<file path="src/rtl/stepdown_pkg.sv">
// Shared definitions for the stepdown core-state sequencer.
// Provides the state encoding (also exported as the debug state bus),
// the default soft-start width, a ramp full-scale helper and state-class helpers.
package stepdown_pkg;

  localparam int unsigned SS_W_DEF = 6;

  typedef enum logic [2:0] {
    ST_OFF       = 3'd0,
    ST_SOFTSTART = 3'd1,
    ST_REGULATE  = 3'd2,
    ST_FAULT     = 3'd3,
    ST_COOLDOWN  = 3'd4,
    ST_LATCHED   = 3'd5
  } sd_state_e;

  // Ramp full-scale code for a given soft-start width.
  function automatic int unsigned ss_max(input int unsigned w);
    return (32'd1 << w) - 32'd1;
  endfunction

  // States in which the power stage is switching.
  function automatic logic is_driving(input sd_state_e s);
    return (s == ST_SOFTSTART) || (s == ST_REGULATE);
  endfunction

  // States reported on the fault pin.
  function automatic logic is_fault(input sd_state_e s);
    return (s == ST_FAULT) || (s == ST_COOLDOWN) || (s == ST_LATCHED);
  endfunction

endpackage

</file>
<file path="src/rtl/sd_debounce.sv">
// Consecutive-high run detector.
// Counts back-to-back cycles with din high; any low cycle or clr empties the count.
// done_c is combinational: high on the N-th (and every later) consecutive high cycle.
// Ports: clk, rst_n (async active-low), clr (hold count at zero), din, done_c.
module sd_debounce #(
  parameter int unsigned N = 4
) (
  input  logic clk,
  input  logic rst_n,
  input  logic clr,
  input  logic din,
  output logic done_c
);

  localparam int unsigned CW = $clog2(N + 1);

  logic [CW-1:0] cnt_q;

  // Run-length counter, saturating at N.
  always_ff @(posedge clk or negedge rst_n) begin
    if (!rst_n) begin
      cnt_q <= '0;
    end else if (clr || !din) begin
      cnt_q <= '0;
    end else if (cnt_q != CW'(N)) begin
      cnt_q <= cnt_q + 1'b1;
    end
  end

  // This cycle completes the run if N-1 highs are already banked.
  assign done_c = !clr && din && (cnt_q >= CW'(N - 1));

endmodule

</file>
<file path="src/rtl/stepdown_corestate_seq.sv">
// Core-state sequencer for the stepdown regulator.
// Owns enable, soft-start ramp, OCP/OTP hiccup retry with latch-off, and power-good.
// Ports:
//   CELCLK, CELRSTN        clock, async active-low reset
//   CELV, CELG, SUB        supply/ground/substrate pins, no function
//   test_mode              1 = one ramp step per cycle, 4-cycle cooldown
//   en, uvlo_ok, ocp, otp, pg_ok   async inputs, 2-flop synchronised
//   ss_code                reference-DAC ramp code
//   drv_en, pgood, fault   power-stage enable, debounced power-good, fault flag
//   state                  current state encoding (debug)
module stepdown_corestate_seq
  import stepdown_pkg::*;
#(
  parameter int unsigned SS_W      = SS_W_DEF,
  parameter int unsigned SS_DIV    = 16,
  parameter int unsigned OCP_DEB   = 4,
  parameter int unsigned PG_DEB    = 8,
  parameter int unsigned COOL_CYC  = 1024,
  parameter int unsigned MAX_RETRY = 3
) (
  input  logic            CELCLK,
  input  logic            CELRSTN,
  input  logic            CELV,
  input  logic            CELG,
  input  logic            SUB,
  input  logic            test_mode,
  input  logic            en,
  input  logic            uvlo_ok,
  input  logic            ocp,
  input  logic            otp,
  input  logic            pg_ok,
  output logic [SS_W-1:0] ss_code,
  output logic            drv_en,
  output logic            pgood,
  output logic            fault,
  output logic [2:0]      state
);

  localparam int unsigned STEP_W  = (SS_DIV > 1) ? $clog2(SS_DIV) : 1;
  localparam int unsigned COOL_W  = $clog2(COOL_CYC);
  localparam int unsigned RETRY_W = (MAX_RETRY > 0) ? $clog2(MAX_RETRY + 1) : 1;

  localparam logic [SS_W-1:0]    SS_PENULT = SS_W'(ss_max(SS_W) - 1);
  localparam logic [RETRY_W-1:0] RETRY_MAX = RETRY_W'(MAX_RETRY);

  // Pad pins carry no logic; folded into a sink so they stay connected.
  logic unused_pins;
  assign unused_pins = ^{CELV, CELG, SUB};

  // Two-flop synchronisers for the asynchronous control pins.
  logic [4:0] sync1_q, sync2_q;
  always_ff @(posedge CELCLK or negedge CELRSTN) begin
    if (!CELRSTN) begin
      sync1_q <= '0;
      sync2_q <= '0;
    end else begin
      sync1_q <= {en, uvlo_ok, ocp, otp, pg_ok};
      sync2_q <= sync1_q;
    end
  end

  logic en_s, uvlo_s, ocp_s, otp_s, pg_s, run_ok;
  assign {en_s, uvlo_s, ocp_s, otp_s, pg_s} = sync2_q;
  assign run_ok = en_s && uvlo_s;

  sd_state_e          state_q, state_n;
  logic [STEP_W-1:0]  step_q, step_n;
  logic [SS_W-1:0]    code_q, code_n;
  logic [COOL_W-1:0]  cool_q, cool_n;
  logic [RETRY_W-1:0] retry_q, retry_n;
  logic               drv_en_q, drv_en_n;
  logic               pgood_q, pgood_n;
  logic               fault_q, fault_n;

  // Overcurrent is only watched while switching; power-good only in regulation.
  logic ocp_clr, pg_clr, ocp_hit_c, pg_hit_c;
  assign ocp_clr = !is_driving(state_q);
  assign pg_clr  = (state_q != ST_REGULATE);

  sd_debounce #(.N(OCP_DEB)) u_ocp_deb (
    .clk    (CELCLK),
    .rst_n  (CELRSTN),
    .clr    (ocp_clr),
    .din    (ocp_s),
    .done_c (ocp_hit_c)
  );

  sd_debounce #(.N(PG_DEB)) u_pg_deb (
    .clk    (CELCLK),
    .rst_n  (CELRSTN),
    .clr    (pg_clr),
    .din    (pg_s),
    .done_c (pg_hit_c)
  );

  // test_mode shortens the ramp divider and the cooldown for ATE.
  logic [STEP_W-1:0] step_last;
  logic [COOL_W-1:0] cool_last;
  assign step_last = test_mode ? '0 : STEP_W'(SS_DIV - 1);
  assign cool_last = test_mode ? COOL_W'(3) : COOL_W'(COOL_CYC - 1);

  // Next-state, counters and next registered outputs.
  always_comb begin
    state_n = state_q;
    step_n  = step_q;
    code_n  = code_q;
    cool_n  = cool_q;
    retry_n = retry_q;

    case (state_q)
      ST_OFF: begin
        if (run_ok) state_n = ST_SOFTSTART;
      end
      ST_SOFTSTART, ST_REGULATE: begin
        // otp beats enable loss beats overcurrent beats ramp progress.
        if (otp_s) begin
          state_n = ST_FAULT;
        end else if (!run_ok) begin
          state_n = ST_OFF;
        end else if (ocp_hit_c) begin
          state_n = ST_FAULT;
        end else if (state_q == ST_SOFTSTART) begin
          if (step_q == step_last) begin
            step_n = '0;
            code_n = code_q + 1'b1;
            if (code_q == SS_PENULT) state_n = ST_REGULATE;
          end else begin
            step_n = step_q + 1'b1;
          end
        end
      end
      ST_FAULT: begin
        state_n = ST_COOLDOWN;
        cool_n  = '0;
      end
      ST_COOLDOWN: begin
        if (otp_s) begin
          cool_n = '0;
        end else if (!run_ok) begin
          state_n = ST_OFF;
        end else if (cool_q == cool_last) begin
          state_n = (retry_q == RETRY_MAX) ? ST_LATCHED : ST_SOFTSTART;
          cool_n  = '0;
        end else begin
          cool_n = cool_q + 1'b1;
        end
      end
      ST_LATCHED: begin
        if (!en_s) state_n = ST_OFF;
      end
      default: begin
        state_n = ST_OFF;
      end
    endcase

    // Ramp restarts from zero whenever the stage stops switching.
    if (!is_driving(state_n)) begin
      step_n = '0;
      code_n = '0;
    end

    // Retry budget refills only once the enable pin has been dropped.
    if (!en_s) begin
      retry_n = '0;
    end else if ((state_n == ST_FAULT) && (state_q != ST_FAULT) && (retry_q != RETRY_MAX)) begin
      retry_n = retry_q + 1'b1;
    end

    drv_en_n = is_driving(state_n);
    fault_n  = is_fault(state_n);
    pgood_n  = (state_n == ST_REGULATE) && pg_hit_c;
  end

  // State, counters and outputs register.
  always_ff @(posedge CELCLK or negedge CELRSTN) begin
    if (!CELRSTN) begin
      state_q  <= ST_OFF;
      step_q   <= '0;
      code_q   <= '0;
      cool_q   <= '0;
      retry_q  <= '0;
      drv_en_q <= 1'b0;
      pgood_q  <= 1'b0;
      fault_q  <= 1'b0;
    end else begin
      state_q  <= state_n;
      step_q   <= step_n;
      code_q   <= code_n;
      cool_q   <= cool_n;
      retry_q  <= retry_n;
      drv_en_q <= drv_en_n;
      pgood_q  <= pgood_n;
      fault_q  <= fault_n;
    end
  end

  assign ss_code = code_q;
  assign drv_en  = drv_en_q;
  assign pgood   = pgood_q;
  assign fault   = fault_q;
  assign state   = state_q;

endmodule
</file>
<file path="config.mk">
export PLATFORM = sky130hd
export DESIGN_NAME = stepdown_corestate_seq
export DESIGN_NICKNAME = d
export VERILOG_FILES = /design/src/rtl/stepdown_pkg.sv /design/src/rtl/sd_debounce.sv /design/src/rtl/stepdown_corestate_seq.sv
export SDC_FILE = /design/constraint.sdc
export NUM_CORES = 1
export LEC_CHECK = 0
export CORE_MARGIN = 2
export CORE_UTILIZATION = 25
export DETAILED_ROUTE_END_ITERATION = 6
export PLACE_DENSITY = 0.4
export SYNTH_ARGS = -nofsm -noshare
export SYNTH_HDL_FRONTEND = slang
export SYNTH_HIERARCHICAL = 1
export SYNTH_SLANG_ARGS = --single-unit
export TNS_END_PERCENT = 50
</file>
<file path="constraint.sdc">
create_clock -name CELCLK -period 3 [get_ports CELCLK]
set_input_delay 0.6 -clock CELCLK [delete_from_list [all_inputs] [get_ports CELCLK]]
set_output_delay 0.6 -clock CELCLK [all_outputs]
set_load 0.01 [all_outputs]
</file>
* Yosys cells after proc, flatten, opt, wreduce, memory -nomap -nowiden *
Cells that the tools add are included.

cells by class
  $add $sub $neg = 6
  $lt $le $gt $ge = 2
  equal/unequal tests = 27
  mux-type cells = 39
  reduce and logical (&&, ||, !) cells = 26

operators by type and width
  cell                                                    number
  2-to-1 mux 3 bit                                        14
  2-to-1 mux 6 bit                                        7
  2-to-1 mux 10 bit                                       4
  2-to-1 mux 4 bit                                        10
  case mux 10 bit (2 select lines)                        1
  case mux 3 bit (5 select lines)                         1
  equality test 3 x 2 -> 1 bit (second input constant)    4
  equality test 3 bit (second input constant)             4
  adder 10 x 1 -> 10 bit (second input constant)          1
  equality test 10 bit                                    1
  adder 4 x 1 -> 4 bit (second input constant)            2
  logical AND 1 bit                                       8
  inequality test 2 x 1 -> 1 bit (second input constant)  4
  inequality test 2 bit (second input constant)           4
  adder 6 x 1 -> 6 bit (second input constant)            1
  equality test 3 x 1 -> 1 bit (second input constant)    2
  equality test 6 bit (second input constant)             1
  logical OR 1 bit                                        6
  inequality test 3 x 2 -> 1 bit (second input constant)  2
  inequality test 3 bit (second input constant)           2
  AND reduction 6 bit                                     1
  nonzero test 2 bit                                      3
  AND reduction 5 bit                                     1
  equality test 4 bit                                     1
  11 further kinds                                        15

word-level totals
  bits in registers = 45
  input bits = 11
  output and inout port bits = 12
  word-level logic and storage cells = 112

* Logic depth before layout (Yosys ltp) *
  depth in word-level cells = 13
  gate-level depth with buffers = 12
  gate-level depth less buffers = 10

* Modules after synthesis *
Netlist, hierarchy kept.

by module, submodules not included
  module                    times used  cells an instance  area each (µm²)  sequential area each (µm²)
  stepdown_corestate_seq    1           181                1886.8           950.9
  sd_debounce at u_pg_deb   1           22                 230.2            100.1
  sd_debounce at u_ocp_deb  1           20                 188.9            75.1

* Least setup slack after synthesis *
Ideal clock, no wire load.

  kind = reg2reg
  start = register state_q[0], in the netlist state[0]
  end = register code_q[5], in the netlist ss_code[5]
  setup time = 118 ps
  arrival = 2270 ps
  data required time = 2882 ps
  setup slack = 611 ps
  stages on the path, launching flop included = 13
  buffers on the path = 2
  period minus slack after synthesis = 2389 ps
  path through = dfrtp_1 buf_4 or3b_2 and2_1 nand2b_1 nor2_1 or2_2 or3_1 buf_2 nor2_4 nand4_1 xor2_1 nor2_1

between the ends
  cells in the longest elaborated chain, start to end = 12
  elaborated cells between the ends (all ways) = 33
  classes of those cells = eq/ne (13); mux (13); reduce/logical (7)

ends and longest elaborated chain
  what                                                                                      line                           text
  start: declaration                                                                        stepdown_corestate_seq.sv:66   sd_state_e state_q, state_n;
  start signal: assignment                                                                  stepdown_corestate_seq.sv:186  state_q <= state_n;
  equality test 3 x 1 -> 1 bit / equality test 3 x 2 -> 1 bit (equally long branches)       stepdown_pkg.sv:24             return (s == ST_SOFTSTART) || (s == ST_REGULATE);
  logical OR 1 bit (*)                                                                      stepdown_pkg.sv:24
  logical AND 1 bit (*) (2 in series)                                                       sd_debounce.sv:31              assign done_c = !clr && din && (cnt_q >= CW'(N - 1));
  named net ocp_hit_c                                                                       stepdown_corestate_seq.sv:76   logic ocp_clr, pg_clr, ocp_hit_c, pg_hit_c;
  2-to-1 mux 3 bit                                                                          stepdown_corestate_seq.sv:120  end else if (ocp_hit_c) begin
  2-to-1 mux 3 bit                                                                          stepdown_corestate_seq.sv:118  end else if (!run_ok) begin
  2-to-1 mux 3 bit                                                                          stepdown_corestate_seq.sv:116  if (otp_s) begin
  case mux 3 bit (5 select lines)                                                           stepdown_corestate_seq.sv:110  case (state_q)
  equality test 3 x 1 -> 1 bit / equality test 3 x 2 -> 1 bit (equally long branches)       stepdown_pkg.sv:24
  logical OR 1 bit                                                                          stepdown_pkg.sv:24
  inequality test 2 x 1 -> 1 bit (no line) / inequality test 2 bit (equally long branches)  --
  AND reduction 6 bit (no line)                                                             --
  end signal: assignment                                                                    stepdown_corestate_seq.sv:188  code_q <= code_n;
  end: declaration                                                                          stepdown_corestate_seq.sv:68   logic [SS_W-1:0] code_q, code_n;

Mark *: on every way through the listed nets, which the timed path passes. The rest lies on a longest branch.
A chain may end at the register's enable or synchronous reset.

* Worst setup path in the final report *
  start = input port test_mode
  end = register code_q[1], in the netlist ss_code[1]

between the ends
  cells in the longest elaborated chain, start to end = 12
  elaborated cells between the ends (all ways) = 24
  classes of those cells = eq/ne (10); mux (12); reduce/logical (2)

ends and longest elaborated chain
  what                                                                                      line                           text
  start: declaration                                                                        stepdown_corestate_seq.sv:26   input logic test_mode,
  2-to-1 mux 4 bit                                                                          stepdown_corestate_seq.sv:99   assign step_last = test_mode ? '0 : STEP_W'(SS_DIV - 1);
  equality test 4 bit                                                                       stepdown_corestate_seq.sv:123  if (step_q == step_last) begin
  2-to-1 mux 3 bit                                                                          stepdown_corestate_seq.sv:123
  2-to-1 mux 3 bit                                                                          stepdown_corestate_seq.sv:122  end else if (state_q == ST_SOFTSTART) begin
  2-to-1 mux 3 bit                                                                          stepdown_corestate_seq.sv:120
  2-to-1 mux 3 bit                                                                          stepdown_corestate_seq.sv:118
  2-to-1 mux 3 bit                                                                          stepdown_corestate_seq.sv:116
  case mux 3 bit (5 select lines)                                                           stepdown_corestate_seq.sv:110
  equality test 3 x 1 -> 1 bit / equality test 3 x 2 -> 1 bit (equally long branches)       stepdown_pkg.sv:24
  logical OR 1 bit                                                                          stepdown_pkg.sv:24
  inequality test 2 x 1 -> 1 bit (no line) / inequality test 2 bit (equally long branches)  --
  AND reduction 6 bit (no line)                                                             --

Several ways; a longest one is shown, not always the timed one.

==> metrics.yaml <==
worst_hold_path:
  min_from: "sync1_q[4]"
  hold_depth: 0
  min_path_type: "reg -> reg"
  holdPathEnd: "sync2_q[4]"
yosys:
  yosys-top-cells-count: "dfrtp_1 (45), nor2_1 (26), nand2_1 (19)"
  synth_seq_cells: 45
  yosysUniqueCellTypes: 52
  yosysWarnings: 6
  yosys-top-cells-area: "dfrtp_1 (49%), ha_1 (5.4%), nor2_1 (4.2%)"
  synthesis.area_um2: 2310
  synth.most_common_cell: "dfrtp_1"
  synth_edf_count: 0
  async_flop_share_pct: 100
  synthCells: 223
  syn_avg_cell_area_um2: 10.3
  synth_top_cell_area_share_pct: 48.8
  dominantRegCellSynth: "dfrtp_1"
  synth_nets: 244
  yosysTopAreaCell: "dfrtp_1"
  yosysSeqAreaShare_pct: 48.8
power:
  power.density_nw_per_um2: 636
  leakage_nw: 1.18
  vdd_ir_drop_max_v: 0.000291
setup_path:
  arrival_ps: 2810
  cp_max_fo: 11
  crit_slowest_cell: "clkdlybuf4s50_1"
  r2r-end: "retry_q[1]"
  reg2reg_setup_slack_ps: 430
  rr_startpoint: "state[2]"
  critical-path-top-delay-family: "simple AND/OR/NAND/NOR gates"
  critPathKind: "in -> reg"
  worst-r2r-cell-count: 10
  start_kind: "input pin"
  cp_num_cells: 8
  cp_num_buf_inv: 2
  crit_chain: "clkdlybuf4s50_1, or3b_2, nor4_1, o211ai_1, a22oi_1, mux2i_1, buf_4, a211oi_1"
  cp-end-kind: "register"
  slowest_delay_ps: 510
  required_ps: 3210
sta:
  skew_ps: 4.82
  worst_pin_slew_ps: 588
  drv_slew: 0
  finalHoldViolations: 0
  fin_crit_sh_pct: 86.6
  clock.fmax_ghz: 0.385
  finalSetupViolCount: 0
  rsz0062_at_grt: "false"
  period_minus_slack_ps: 2600
  slew_headroom_pct: 60.8
  final.setup.worst_slack_ps: 403
  setup-tns-final_ps: 0
final_layout:
  nets: 274
  antenna_cells: 0
  design_area_um2: 2780
  syn2layout_area_growth_pct: 20.7
  drive_gt1_share_pct: 13.8
  final_core_util_pct: 30.5
cts:
  postCtsHoldBufs: 0
  cts.sinks: 45
  clockBufferDepth: 2
  cts.htree.levels: 2
  post_cts_buffers: 0
  cts.clk_slew.worst_paths_ps: 90
  insertion_delay_ps: 300
  cts_root_buf: "clkbuf_8"
  post_cts_resize_count: 0
  cts_tree: "built"
  cts_buffers: 5
detailed_routing:
  ant_nets: 0
  via_per_inst: 4.51
  drcViolationCount: 0
  drtIter0Drc: 60
  vias: 1646
  routed_wl_um: 4730
  wl_per_cell_um: 13.0
  drt_pass1_iterations: 4
floorplan:
  initial_core_util_pct: 25.3
  fp.dieH_um: 100
  core_um2: 9110
  io_pins: 23
  die_x_um: 100
  rows: 35
  die-area_um2: 10000
global_route:
  grt_pass1_vias: 1642
  grt_pass1_wl_um: 8200
  grt-ovfl-total: 0
  antenna_found_initial: 0
  grt_max_degree: 46
  grt_util_all_layers_pct: 10.2
status:
  status: "finished clean"
placed_design:
  routabilityCongestion: 0.741
  pre_cts_slack_ps: 128
  portBuffers: 19
  dp_hpwl_um: 3370
  place_area_um2: 2660
flow_run:
  cap_violations: 0
placed cells by master (no fill, tap or decap), drive strengths merged, types with 4 or more instances in the layout:
master,Yosys,layout
a21oi,10,10
clkdlybuf4s50,0,18
nand2,19,19
inv,9,9
clkbuf,1,6
dfrtp,45,45
buf,3,9
mux2i,7,7
xnor2,5,5
nor2,27,27
ha,10,10
o21ai,11,11
xor2,8,8
nor3,5,5
or3b,4,4
nand3,12,12
nand4,5,5
nand2b,6,6
final cells by class:
cell class,count,area (um2)
inverter,9,33.8
multi-input combinational,165,1120
clock buffer,6,82.6
tap,111,139
timing repair buffer,27,245
clock inverter,2,37.5
sequential,45,1130
fill,946,6330
layer usage:
layer / vias up / wire (um) / global-route usage, %
li1: 834 / - / -
met1: 791 / 2460 / 14.3
met2: 16 / 2100 / 15.9
met3: 5 / 112 / 2.30
met4: 0 / 63 / 3.16
met5: - / 0 / 0
how the worst max path moves through the flow:
stage,startpoint,endpoint
2_1_floorplan,state[0],ss_code[5]
3_3_place_gp,test_mode,ss_code[1]
3_5_place_dp,test_mode,retry_q[1]
4_1_cts,state[2],retry_q[1]
5_1_grt,state[2],retry_q[1]
6_report,test_mode,ss_code[1]
worst register-to-register path: cells and delay by family (launching register included):
| kind | cells | cell delay, ps |
|---|---|---|
| compound gates | 1 | 90 |
| simple gates | 8 | 1780 |
| flops | 1 | 420 |
| mux | 1 | 210 |
cells by family after synthesis:
family / synth area share (%)
buffers and inverters: 2.66
multiplexers: 3.04
flip-flops: 48.8
AO/OA/AOI/OAI: 11.0
XOR/XNOR: 4.94
adder cells (fa/ha/maj): 5.43
AND/OR/NAND/NOR: 24.1
per-stage QoR:
step	power (mW)	hold WS, ps	std cells
after floorplan	1.12	304	223
after CTS	1.80	361	365
final	1.77	356	365
after global placement	1.31	333	357
after detailed placement	1.31	339	357
after global routing	1.90	364	365
registers in the layout, indices dropped and copies added (netlist names):
name             flops
u_ocp_deb/cnt_q      3
sync2_q              5
retry_q              2
ss_code              6
u_pg_deb/cnt_q       4
state                3
fault                1
drv_en               1
pgood                1
step_q               4
sync1_q              5
cool_q              10
power breakdown:
group	total (mW)	internal, mW	switching (mW)	leakage (nW)
combinational	0.528	0.242	0.286	0.529
clock	0.483	0.271	0.212	0.0574
sequential	0.760	0.681	0.0790	0.598
total	1.77	1.19	0.577	1.18
Power figures use the tool's default switching activity.
